File: config.mk
export PLATFORM = sky130hd
export DESIGN_NAME = dsp_post_adder_acc
export DESIGN_NICKNAME = d
export VERILOG_FILES = /design/src/rtl/dsp_post_adder_acc.sv
export SDC_FILE = /design/constraint.sdc
export NUM_CORES = 1
export LEC_CHECK = 0
export CAP_MARGIN = 0
export CORE_MARGIN = 1.5
export CORE_UTILIZATION = 58
export CTS_BUF_LIST = sky130_fd_sc_hd__clkbuf_4
export CTS_CLUSTER_DIAMETER = 60
export DETAILED_ROUTE_END_ITERATION = 6
export PLACE_DENSITY_LB_ADDON = 0.2
export SYNTH_ARGS = -nofsm -noshare
export SYNTH_HDL_FRONTEND = slang
export SYNTH_SLANG_ARGS = --single-unit
File: constraint.sdc
create_clock -name clk -period 7.3 [get_ports clk]
set_input_delay 1.46 -clock clk [delete_from_list [all_inputs] [get_ports clk]]
set_output_delay 1.46 -clock clk [all_outputs]
set_load 0.005 [all_outputs]
File: src/rtl/dsp_post_adder_acc.sv
// 48-bit post-adder/subtracter and accumulator stage of a DSP48A1-style slice.
// Optional M, C, OPMODE, CARRYIN, P and CARRYOUT pipeline registers; P feeds back for accumulation.
module dsp_post_adder_acc #(
    parameter int unsigned MREG        = 1,
    parameter int unsigned CREG        = 1,
    parameter int unsigned OPMODEREG   = 1,
    parameter int unsigned CARRYINREG  = 1,
    parameter int unsigned PREG        = 1,
    parameter int unsigned CARRYOUTREG = 1,
    parameter string       CARRYINSEL  = "OPMODE5"
) (
    input  logic        clk,
    input  logic        reset,
    input  logic        ce_m,
    input  logic        ce_c,
    input  logic        ce_opmode,
    input  logic        ce_carryin,
    input  logic        ce_p,
    input  logic [35:0] m,
    input  logic [47:0] c,
    input  logic [47:0] pcin,
    input  logic [47:0] dab,
    input  logic        carryin,
    input  logic [7:0]  opmode,
    output logic [47:0] p,
    output logic [47:0] pcout,
    output logic        carryout,
    output logic        carryoutf
);

    logic [35:0] m_q, m_s;
    logic [47:0] c_q, c_s;
    logic [7:0]  opmode_q, opmode_s;
    logic        cin_raw, cin_q, cin_s;
    logic [47:0] p_q, p_fb;
    logic        co_q;
    logic [47:0] x_mux, z_mux;
    logic [48:0] result;
    logic        unused_opmode;

    // Input pipeline registers; a disabled stage is bypassed by the muxes below.
    always_ff @(posedge clk) begin
        if (reset) begin
            m_q      <= '0;
            c_q      <= '0;
            opmode_q <= '0;
            cin_q    <= 1'b0;
        end else begin
            if (ce_m)       m_q      <= m;
            if (ce_c)       c_q      <= c;
            if (ce_opmode)  opmode_q <= opmode;
            if (ce_carryin) cin_q    <= cin_raw;
        end
    end

    assign m_s      = (MREG != 0)      ? m_q      : m;
    assign c_s      = (CREG != 0)      ? c_q      : c;
    assign opmode_s = (OPMODEREG != 0) ? opmode_q : opmode;

    // Carry source is taken ahead of the opmode register so both stages stay aligned.
    assign cin_raw = (CARRYINSEL == "CARRYIN") ? carryin : opmode[5];
    assign cin_s   = (CARRYINREG != 0) ? cin_q : cin_raw;

    // Without PREG there is no P register to feed back, so selections of P read as zero.
    assign p_fb = (PREG != 0) ? p_q : '0;

    always_comb begin
        x_mux = '0;
        case (opmode_s[1:0])
            2'b00:   x_mux = '0;
            2'b01:   x_mux = {{12{m_s[35]}}, m_s};
            2'b10:   x_mux = p_fb;
            default: x_mux = dab;
        endcase
    end

    always_comb begin
        z_mux = '0;
        case (opmode_s[3:2])
            2'b00:   z_mux = '0;
            2'b01:   z_mux = pcin;
            2'b10:   z_mux = p_fb;
            default: z_mux = c_s;
        endcase
    end

    always_comb begin
        result = '0;
        if (opmode_s[7]) begin
            result = {1'b0, z_mux} - ({1'b0, x_mux} + {48'b0, cin_s});
        end else begin
            result = {1'b0, z_mux} + {1'b0, x_mux} + {48'b0, cin_s};
        end
    end

    assign unused_opmode = ^{opmode_s[6], opmode_s[4]};

    always_ff @(posedge clk) begin
        if (reset) begin
            p_q  <= '0;
            co_q <= 1'b0;
        end else if (ce_p) begin
            p_q  <= result[47:0];
            co_q <= result[48];
        end
    end

    assign p         = (PREG != 0)        ? p_q  : result[47:0];
    assign pcout     = p;
    assign carryout  = (CARRYOUTREG != 0) ? co_q : result[48];
    assign carryoutf = carryout;

endmodule

# Word level (Yosys, flattened, before mapping)
# Cells that the tools add are included.
# totals
ff_bits,142
in_bits,196
output_inout_bits,98
word_cells,19
# classes
add_sub_neg,4
eq_ne,4
n_mux,3
n_reduce_logical,2
# op_table
cell,count
$pmux 48 s3,2
$add 48x1->49,1
$add 48x48->49,1
$add 49x1->49,1
$mux 49,1
$sub 48x49->49,1
$eq 2x1->1 const B,2
$eq 2x2->1 const B,2
$logic_not 2->1,2

# Longest topological paths before layout
# Gate-level depths: netlist of the first run.
# depth
ltp_word,5
ltp_mapped,22
depth_no_buf,18

# Least setup slack after synthesis of the first run
# OpenSTA, ideal clock, no wires.
# synth_timing
path_type,input to register
startpoint,input port dab[0]
endpoint,"register p_q[42], in the netlist p[42]"
setup_ns,0.115
arrival_time_ns,5.006
t_required_ns,7.185
setup_slack_ns,2.179
path_stages,18
path_buffers,0
cell_sequence,mux2_2 -> a21oi_1 -> xor2_1 -> ha_1 -> a221oi_1 -> nor2_1 -> fa_1 -> a211oi_1 -> o21ai_1 -> o211ai_1 -> nand2_1 -> o21ai_1 -> o31ai_2 -> nand2_1 -> o22ai_2 -> a41oi_1 -> xor2_1 -> a2111oi_0
# synth_between
elab_chain_cells,4
elab_cells_between_ends,6
cone_classes,add/sub: 4; mux: 2
# synth_lines
item,line_no,rtl
start: declaration,22,"input logic [47:0] dab,"
$pmux 48 s3 *,69,case (opmode_s[1:0])
$add 48x48->49 or $add 48x1->49 (tied branches),"92, 90",
$add 49x1->49 or $sub 48x49->49 (tied branches),"92, 90",
$mux 49 *,89,if (opmode_s[7]) begin
end signal: assignment,103,p_q <= result[47:0];
end: declaration,35,"logic [47:0] p_q, p_fb;"
# Every way passes the cells marked *; elsewhere a longest branch is shown, timed or not.
# A chain may end at the register's enable or synchronous reset.

# Final worst setup path of the first run
# layout_timing
startpoint,register opmode_q[3]
endpoint,"register p_q[44], in the netlist p[44]"
# layout_between
elab_chain_cells,5
elab_cells_between_ends,8
cone_classes,add/sub: 3; eq/ne: 2; mux: 2; reduce/logical: 1
# layout_lines
item,line_no,rtl
start: declaration,33,"logic [7:0] opmode_q, opmode_s;"
start signal: assignment,51,if (ce_opmode) opmode_q <= opmode;
"$eq 2x2->1, or another cell as far along",79,case (opmode_s[3:2])
$pmux 48 s3 *,79,
$add 48x48->49,92,"result = {1'b0, z_mux} + {1'b0, x_mux} + {48'b0, cin_s};"
$add 49x1->49,92,
$mux 49 *,89,
# Marked as above.

==> results of run 1 <==
cell families after synthesis:
logic type | count (synthesis)
adders and majority gates | 143
AOI/OAI and AO/OA | 488
buffers and inverters | 271
xor gates and xnor gates | 80
and+or+nand+nor | 443
DFF | 139
muxes | 180
worst min-delay path by stage:
stage	end	from	depth (start not counted)
global route	c_q[15]	c_q[15]	2
CTS	c_q[11]	c_q[11]	2
finish	c_q[11]	c_q[11]	2
global placement	c_q[24]	c_q[24]	2
floorplan	c_q[0]	c_q[0]	2
detailed placement	c_q[21]	c_q[21]	2
cell type report:
cell class | instances | area (um2)
flip-flops and latches | 139 | 2790
repair buffers | 305 | 3000
diodes | 2 | 5.00
well taps | 319 | 399
clock buffers | 19 | 143
multi-input cells | 1334 | 9780
fillers | 1978 | 6700
clock inverters | 13 | 156
inverters | 117 | 439
sequential cells by signal, summed over array words and instances (netlist names):
signal    count
cin_q         1
m_q          36
opmode_q      5
p            48
c_q          48
carryout      1
metrics by stage:
step / utilization, % / instances / area (um2) / worst slack [ns]
2_1_floorplan: - / 1744 / 13800 / 2.18
3_3_place_gp: 70.1 / 2214 / 16400 / 1.04
3_5_place_dp: 70.1 / 2214 / 16400 / 0.885
4_1_cts: 71.4 / 2246 / 16700 / 1.38
5_1_grt: 71.4 / 2248 / 16700 / 0.865
6_report: 71.4 / 2248 / 16700 / 1.17
placed cells by master, fill, tap and decap left out, drive strengths merged, types with 6 or more instances in the layout:
cell and instances:
nor2b 8, xor2 35, o21bai 9, clkdlybuf4s50 286, nor2 196, a22o 94, dfxtp 139, mux2 84
nand3 30, a211oi 36, inv 122, a21o 59, o21ai 73, clkbuf 19, nand4 21, o31ai 11
o211ai 14, a21oi 107, a311oi 8, nand2 124, a31oi 11, o22ai 6, xnor2 45, o21a 16
nor3 27, mux2i 96, a221oi 7, buf 19, nand2b 11, ha 141
cells in the mapped netlist (5+ instances only):
master | number | area (um2)
sky130_fd_sc_hd__nand2b_1 | 11 | 68.8
sky130_fd_sc_hd__a211oi_1 | 35 | 263
sky130_fd_sc_hd__xor2_1 | 35 | 307
sky130_fd_sc_hd__xnor2_1 | 45 | 394
sky130_fd_sc_hd__a31oi_1 | 11 | 68.8
sky130_fd_sc_hd__nor3_1 | 26 | 130
sky130_fd_sc_hd__o31ai_1 | 10 | 75.1
sky130_fd_sc_hd__a22o_1 | 94 | 823
sky130_fd_sc_hd__nor2b_1 | 7 | 43.8
sky130_fd_sc_hd__mux2i_1 | 96 | 961
sky130_fd_sc_hd__buf_4 | 49 | 368
sky130_fd_sc_hd__o21ai_0 | 64 | 320
sky130_fd_sc_hd__nand4_1 | 21 | 131
sky130_fd_sc_hd__inv_1 | 115 | 432
sky130_fd_sc_hd__a311oi_1 | 8 | 70.1
sky130_fd_sc_hd__nand2_1 | 124 | 465
sky130_fd_sc_hd__a21o_1 | 59 | 443
sky130_fd_sc_hd__a221oi_1 | 7 | 61.3
sky130_fd_sc_hd__buf_1 | 11 | 41.3
sky130_fd_sc_hd__o211ai_1 | 12 | 90.1
sky130_fd_sc_hd__clkbuf_1 | 88 | 330
sky130_fd_sc_hd__and3_1 | 5 | 31.3
sky130_fd_sc_hd__ha_1 | 141 | 1760
sky130_fd_sc_hd__dfxtp_1 | 139 | 2780
sky130_fd_sc_hd__buf_2 | 6 | 30.0
sky130_fd_sc_hd__o21bai_1 | 9 | 67.6
sky130_fd_sc_hd__nand3_1 | 30 | 150
sky130_fd_sc_hd__or3_1 | 5 | 31.3
sky130_fd_sc_hd__o21ai_1 | 7 | 35.0
sky130_fd_sc_hd__o22ai_1 | 5 | 31.3
sky130_fd_sc_hd__mux2_2 | 84 | 946
sky130_fd_sc_hd__o21a_1 | 16 | 120
sky130_fd_sc_hd__nor2_1 | 195 | 732
sky130_fd_sc_hd__a21oi_1 | 107 | 536
routing by layer:
layer / GRT usage (%) / vias up / share of wire, %
met5: 0 / - / 0
met4: 11.7 / 0 / 2.9
met3: 5.81 / 92 / 8.2
met2: 58.2 / 630 / 46
met1: 45.5 / 6455 / 43
li1: - / 6536 / -
critical path, stage by stage, from the launching register on:
cell                       delay, ns
sky130_fd_sc_hd__dfxtp_2        0.80
sky130_fd_sc_hd__nor2b_4        0.87
sky130_fd_sc_hd__a22oi_1        0.26
sky130_fd_sc_hd__xor2_1         0.20
sky130_fd_sc_hd__ha_1           0.21
sky130_fd_sc_hd__a221oi_1       0.32
sky130_fd_sc_hd__nor2_1         0.18
sky130_fd_sc_hd__fa_1           0.46
sky130_fd_sc_hd__a211oi_1       0.24
sky130_fd_sc_hd__o21ai_1        0.27
sky130_fd_sc_hd__o211ai_1       0.25
sky130_fd_sc_hd__nand2_1        0.13
sky130_fd_sc_hd__o21ai_1        0.55
sky130_fd_sc_hd__o31ai_2        0.24
sky130_fd_sc_hd__a21o_1         0.22
sky130_fd_sc_hd__a21oi_1        0.23
sky130_fd_sc_hd__o21ai_0        0.17
sky130_fd_sc_hd__xnor2_1        0.16
sky130_fd_sc_hd__a211oi_1       0.28
where the power goes:
part | internal [mW] | leakage (nW) | switching, mW | total, mW
combinational | 0.611 | 5.95 | 0.676 | 1.29
sequential | 0.813 | 1.15 | 0.0572 | 0.870
clock | 0.221 | 0.151 | 0.360 | 0.581
total | 1.64 | 7.25 | 1.09 | 2.74
==> results.toml, run 1 <==
[run_status]
status = "finished with violations"
violations = "design-rule violations"

[power_and_ir_drop]
power_per_cell_area_nw_per_um2 = 164
power.leakage_nw = 7.25
vdd.ir_drop.worst_mv = 0.136
post-layout-total-power_mw = 2.74

[route]
via_count = 13700
drc = 4
post_detailed_route_via_to_cell_ratio = 6.10
route.antenna.remaining_nets = 0
route.detailed.wl_per_inst_um = 19.2
drt_pass1_iterations = 7
initialDrtViolationCount = 1170
wirelength_mm = 43.2

[global_routing]
grt_max_degree = 86
globalRouteTotalUtil_pct = 34.8
first_pass_grt_wire_length_mm = 68.0
grt_remaining_overflow = 0
antenna_violations_before_repair = 1
grt_pass1_vias = 13100

[worst_setup_path]
cp.required_ns = 7.77
timing_worst_setup_path_type = "flop to flop"
worst_setup_path_start_kind = "flop"
critPathLaunch = "opmode_q[3]"
rr_worst_depth = 18
crit_end = "p[44]"
crit_path_max_fanout = 27
endpoint_kind = "flop"
worst-endpoint-arrival_ns = 6.60
worst_r2r_startpoint = "opmode_q[3]"
rrSetupSlack_ns = 1.17
timing.rr.end = "p[44]"

[timing]
maxSlewHeadroom_pct = 20.3
count_of_endpoints_failing_setup_in_the_final_report = 0
fmaxAchievable_mhz = 163
setup_tns_ns = 0
post_route_fraction_of_the_period_consumed_by_the_critical_path_pct = 84.0
period_minus_slack_ns = 6.13
rsz0062_at_grt = "false"
worst_pin_slew_ns = 1.19
pins_over_their_slew_limit = 0
timing.clock.skew_ns = 0.0186
hold_slack_ns = 0.511
report.final.hold_viol_count = 0

[synth]
main_combinational_cell_family_by_area_after_synthesis = "compound AO/OA/AOI/OAI gates"
netlist_instances = 1744
yosys_warnings = 0
synth_edf_count = 0
synth.distinct_cells = 75
synth_seq_cells = 139
synth_top_flop_cell = "sky130_fd_sc_hd__dfxtp_1"
yosysSeqAreaShare_pct = 20.2
share_of_the_synthesized_area_in_compound_gates_ao_oa_aoi_oai_pct = 24.9
async_reset_ff_share_pct = 0
mappedNetlistArea_um2 = 13800
synth.mux.area_fraction_pct = 13.9
postSynthNetCount = 2083
post_synth_xor_area_fraction_pct = 5.09
synth-adder-area-share_pct = 13.1
yosys.area_share.simple_pct = 14.0
avgSynthCellArea_um2 = 7.89

[layout]
syn_to_final_growth_pct = 21.5
drive_gt1_share_pct = 8.46
layout.nets = 2253

[place]
portBuffers = 290
place_congestion = 0.949
post-dp-hpwl_mm = 31.9

[floorplanning]
floorplan.core_area_um2 = 23400
die-height_um = 157
floorplan.die_area_um2 = 24600
ioPinCount = 294
std_cell_rows = 56
die_w_um = 157
initial_core_util_pct = 58.8

[hold_path]
min_path_type = "flop to flop"

[cts]
holdBufCountCts = 0
tritoncts = "done"
cts_root_buffer = "sky130_fd_sc_hd__clkbuf_4"
numClockSinks = 139
cts_inserted_buffers = 17
post_cts.repair.setup_buffers = 0
cts_resized = 0
cts_buffer_depth = 2
path_clk_slew_ns = 0.14
htree_levels = 4
clock_insertion_delay_worst_skew_ns = 0.58

[flow_run]
maxcap_viol_count = 0
No activity file was read; power rests on OpenSTA's default activity.
==> inputs of run 2 (changes only) <==
CORE_UTILIZATION = 49   (was 58)
clock period = 5.15 ns   (was 7.3 ns; I/O delays follow)
==> run 2 against run 1 <==
- the flow now finishes without violations
- die area increased by 18%
- worst setup slack worse by 0.81 ns
- non-clock buffer count increased by 113
- fmax rose by 28%
- cell count is 7.7% higher
- sequential share of layout area decreased by 0.95 points
- utilization shrank 7.5 points
- critical path depth down 2
- clock power increased by 43%
- combinational power up 58%
- clock skew rose by 0.011 ns
- first-iteration DRC count is 8.9% lower
- largest cell class unchanged
==> results.toml, run 2 (same netlist as run 1, synthesis figures left out) <==
[worst_setup_path]
worst_setup_path_start_kind = "flop"
timing_worst_setup_path_type = "flop to flop"
cpMaxStageDelayCell = "sky130_fd_sc_hd__dfxtp_2"
critPathLaunch = "opmode_q[1]"
critical_path.cell_chain = "buf_12 -> mux2_2 -> a22o_1 -> ha_1 -> ha_1 -> o21ai_0 -> a22oi_1 -> a211oi_1 -> buf_4 -> o32ai_1 -> o31a_1 -> nor2_2 -> o32a_1 -> o21ba_2 -> mux2i_1 -> a2111oi_0"
worst_r2r_startpoint = "opmode_q[1]"
worst-endpoint-arrival_ns = 5.28
cpPeakStageDelay_ns = 0.64
rrSetupSlack_ns = 0.36
crit_end = "p[42]"
timing.critical_path.max_delay_family = "compound AO/OA/AOI/OAI gates"
cp.required_ns = 5.64
combined_buffer_and_inverter_count_along_the_critical_path = 2
timing.rr.end = "p[42]"
endpoint_kind = "flop"
crit_path_max_fanout = 21
timing.critical_path.depth = 16
worst_path_most_repeated_cell = "sky130_fd_sc_hd__ha_1"
rr_worst_depth = 16

[route]
route.antenna.remaining_nets = 0
drc = 0
initialDrtViolationCount = 1066
wirelength_mm = 46.3
drt_pass1_iterations = 5
route.detailed.wl_per_inst_um = 19.1
via_count = 14000
post_detailed_route_via_to_cell_ratio = 5.79

[global_routing]
grt_pass1_vias = 13600
grt_max_degree = 74
grt_remaining_overflow = 0
globalRouteTotalUtil_pct = 31.3
antenna_violations_before_repair = 2
first_pass_grt_wire_length_mm = 71.8

[cts]
holdBufCountCts = 0
cts_root_buffer = "sky130_fd_sc_hd__clkbuf_4"
path_clk_slew_ns = 0.15
tritoncts = "done"
cts_buffer_depth = 2
numClockSinks = 139
cts_inserted_buffers = 17
clock_insertion_delay_worst_skew_ns = 0.62
htree_levels = 4

[timing]
count_of_endpoints_failing_setup_in_the_final_report = 0
report.final.hold_viol_count = 0
maxSlewHeadroom_pct = 40.3
timing.clock.skew_ns = 0.0299
worst_pin_slew_ns = 0.895
hold_slack_ns = 0.507
post_route_fraction_of_the_period_consumed_by_the_critical_path_pct = 93.0
layout_setup_ws_ns = 0.360
setup_tns_ns = 0
period_minus_slack_ns = 4.79
fmaxAchievable_mhz = 209
pins_over_their_slew_limit = 0
rsz0062_at_grt = "false"

[place]
dpl_cell_area_um2 = 17400
post-dp-hpwl_mm = 35.4
portBuffers = 290
detailedPlace.worstSlack_ns = -0.364
place_congestion = 0.951
dpl.cell_count = 2384

[floorplanning]
floorplan.core_area_um2 = 27700
ioPinCount = 294
initial_core_util_pct = 49.6
die_w_um = 171
die-height_um = 171
std_cell_rows = 61
floorplan.die_area_um2 = 29100

[power_and_ir_drop]
combinationalPowerShare_pct = 49.7
power.leakage_nw = 7.83
post-layout-total-power_mw = 4.11
vdd.ir_drop.worst_mv = 0.126
p_sw_share_pct = 39.7
power.share.sequential_pct = 30.0
intPower_mw = 2.48
power_per_cell_area_nw_per_um2 = 232
clkPwrFrac_pct = 20.2
netSwitchingPower_mw = 1.63

[layout]
final_area_um2 = 17700
most_frequent_cells_in_the_layout = "sky130_fd_sc_hd__clkdlybuf4s50_1, sky130_fd_sc_hd__nor2_1, sky130_fd_sc_hd__ha_1"
postLayoutCoreUtil_pct = 63.9
layout.nets = 2366
area.sequential_um2 = 2790
drive_gt1_share_pct = 13.6
layout.cells.most_common = "sky130_fd_sc_hd__clkdlybuf4s50_1"
syn_to_final_growth_pct = 28.8
final-instance-count-excl-fill = 2420
multi_input_area_um2 = 9790
fill_cells = 2475

[flow_run]
maxcap_viol_count = 0

[hold_path]
min_path_type = "flop to flop"

[run_status]
status = "completed"
==> run 2: changes by cell type in the layout (fill, tap and decap cells not counted), moves of 2 or more <==
cell / before / now
sky130_fd_sc_hd__buf_4: 16 / 123
sky130_fd_sc_hd__buf_12: 0 / 6
sky130_fd_sc_hd__clkinvlp_4: 4 / 2
sky130_fd_sc_hd__clkinv_4: 0 / 3
==> run 2: final cells by class <==
type,instances,area share (%)
multi-input cells,1334,55.3
repair buffers,418,22.1
flip-flops and latches,139,15.7
well taps,378,2.67
inverters,117,2.48
clock inverters,14,0.904
clock buffers,18,0.763
diodes,2,0.0283
==> run 2: power groups by stage <==
stage	registers (mW)	logic (mW)	clock network (mW)
3_5_place_dp	1.26	2.00	0
6_report	1.24	2.04	0.832
5_1_grt	1.25	2.22	0.877
4_1_cts	1.23	2.02	0.849
2_1_floorplan	1.23	1.26	0
3_3_place_gp	1.25	1.98	0
==> run 2: timing repair <==
action | in CTS | in global routing
gates resized for setup | 0 | 3
hold endpoints to repair | 0 | 0
setup endpoints to repair | 0 | 3
buffers inserted | 0 | 2
==> run 2: worst min-delay path by stage <==
stage	startpoint	end	slack (ns)	cells after the start
3_3_place_gp	c_q[22]	c_q[22]	0.47	2
4_1_cts	c_q[34]	c_q[34]	0.51	2
2_1_floorplan	c_q[0]	c_q[0]	0.45	2
3_5_place_dp	c_q[9]	c_q[9]	0.48	2
6_report	c_q[34]	c_q[34]	0.51	2
5_1_grt	c_q[37]	c_q[37]	0.53	2
==> run 2: worst register-to-register path, delay by kind of cell, from the launching register on <==
kind | cells | cell delay [ns]
compound gates | 9 | 2.44
fa+ha+maj | 2 | 0.64
buf+inv | 2 | 0.42
flops | 1 | 0.64
mux | 2 | 0.49
simple gates | 1 | 0.06
==> run 2: per-layer routing <==
layer / global-route usage, % / up-vias / share of wire [%]
met1: 42.3 / 6689 / 46
met4: 8.54 / 0 / 2.0
met3: 3.86 / 70 / 5.8
li1: - / 6747 / -
met5: 0 / - / 0
met2: 52.5 / 499 / 46
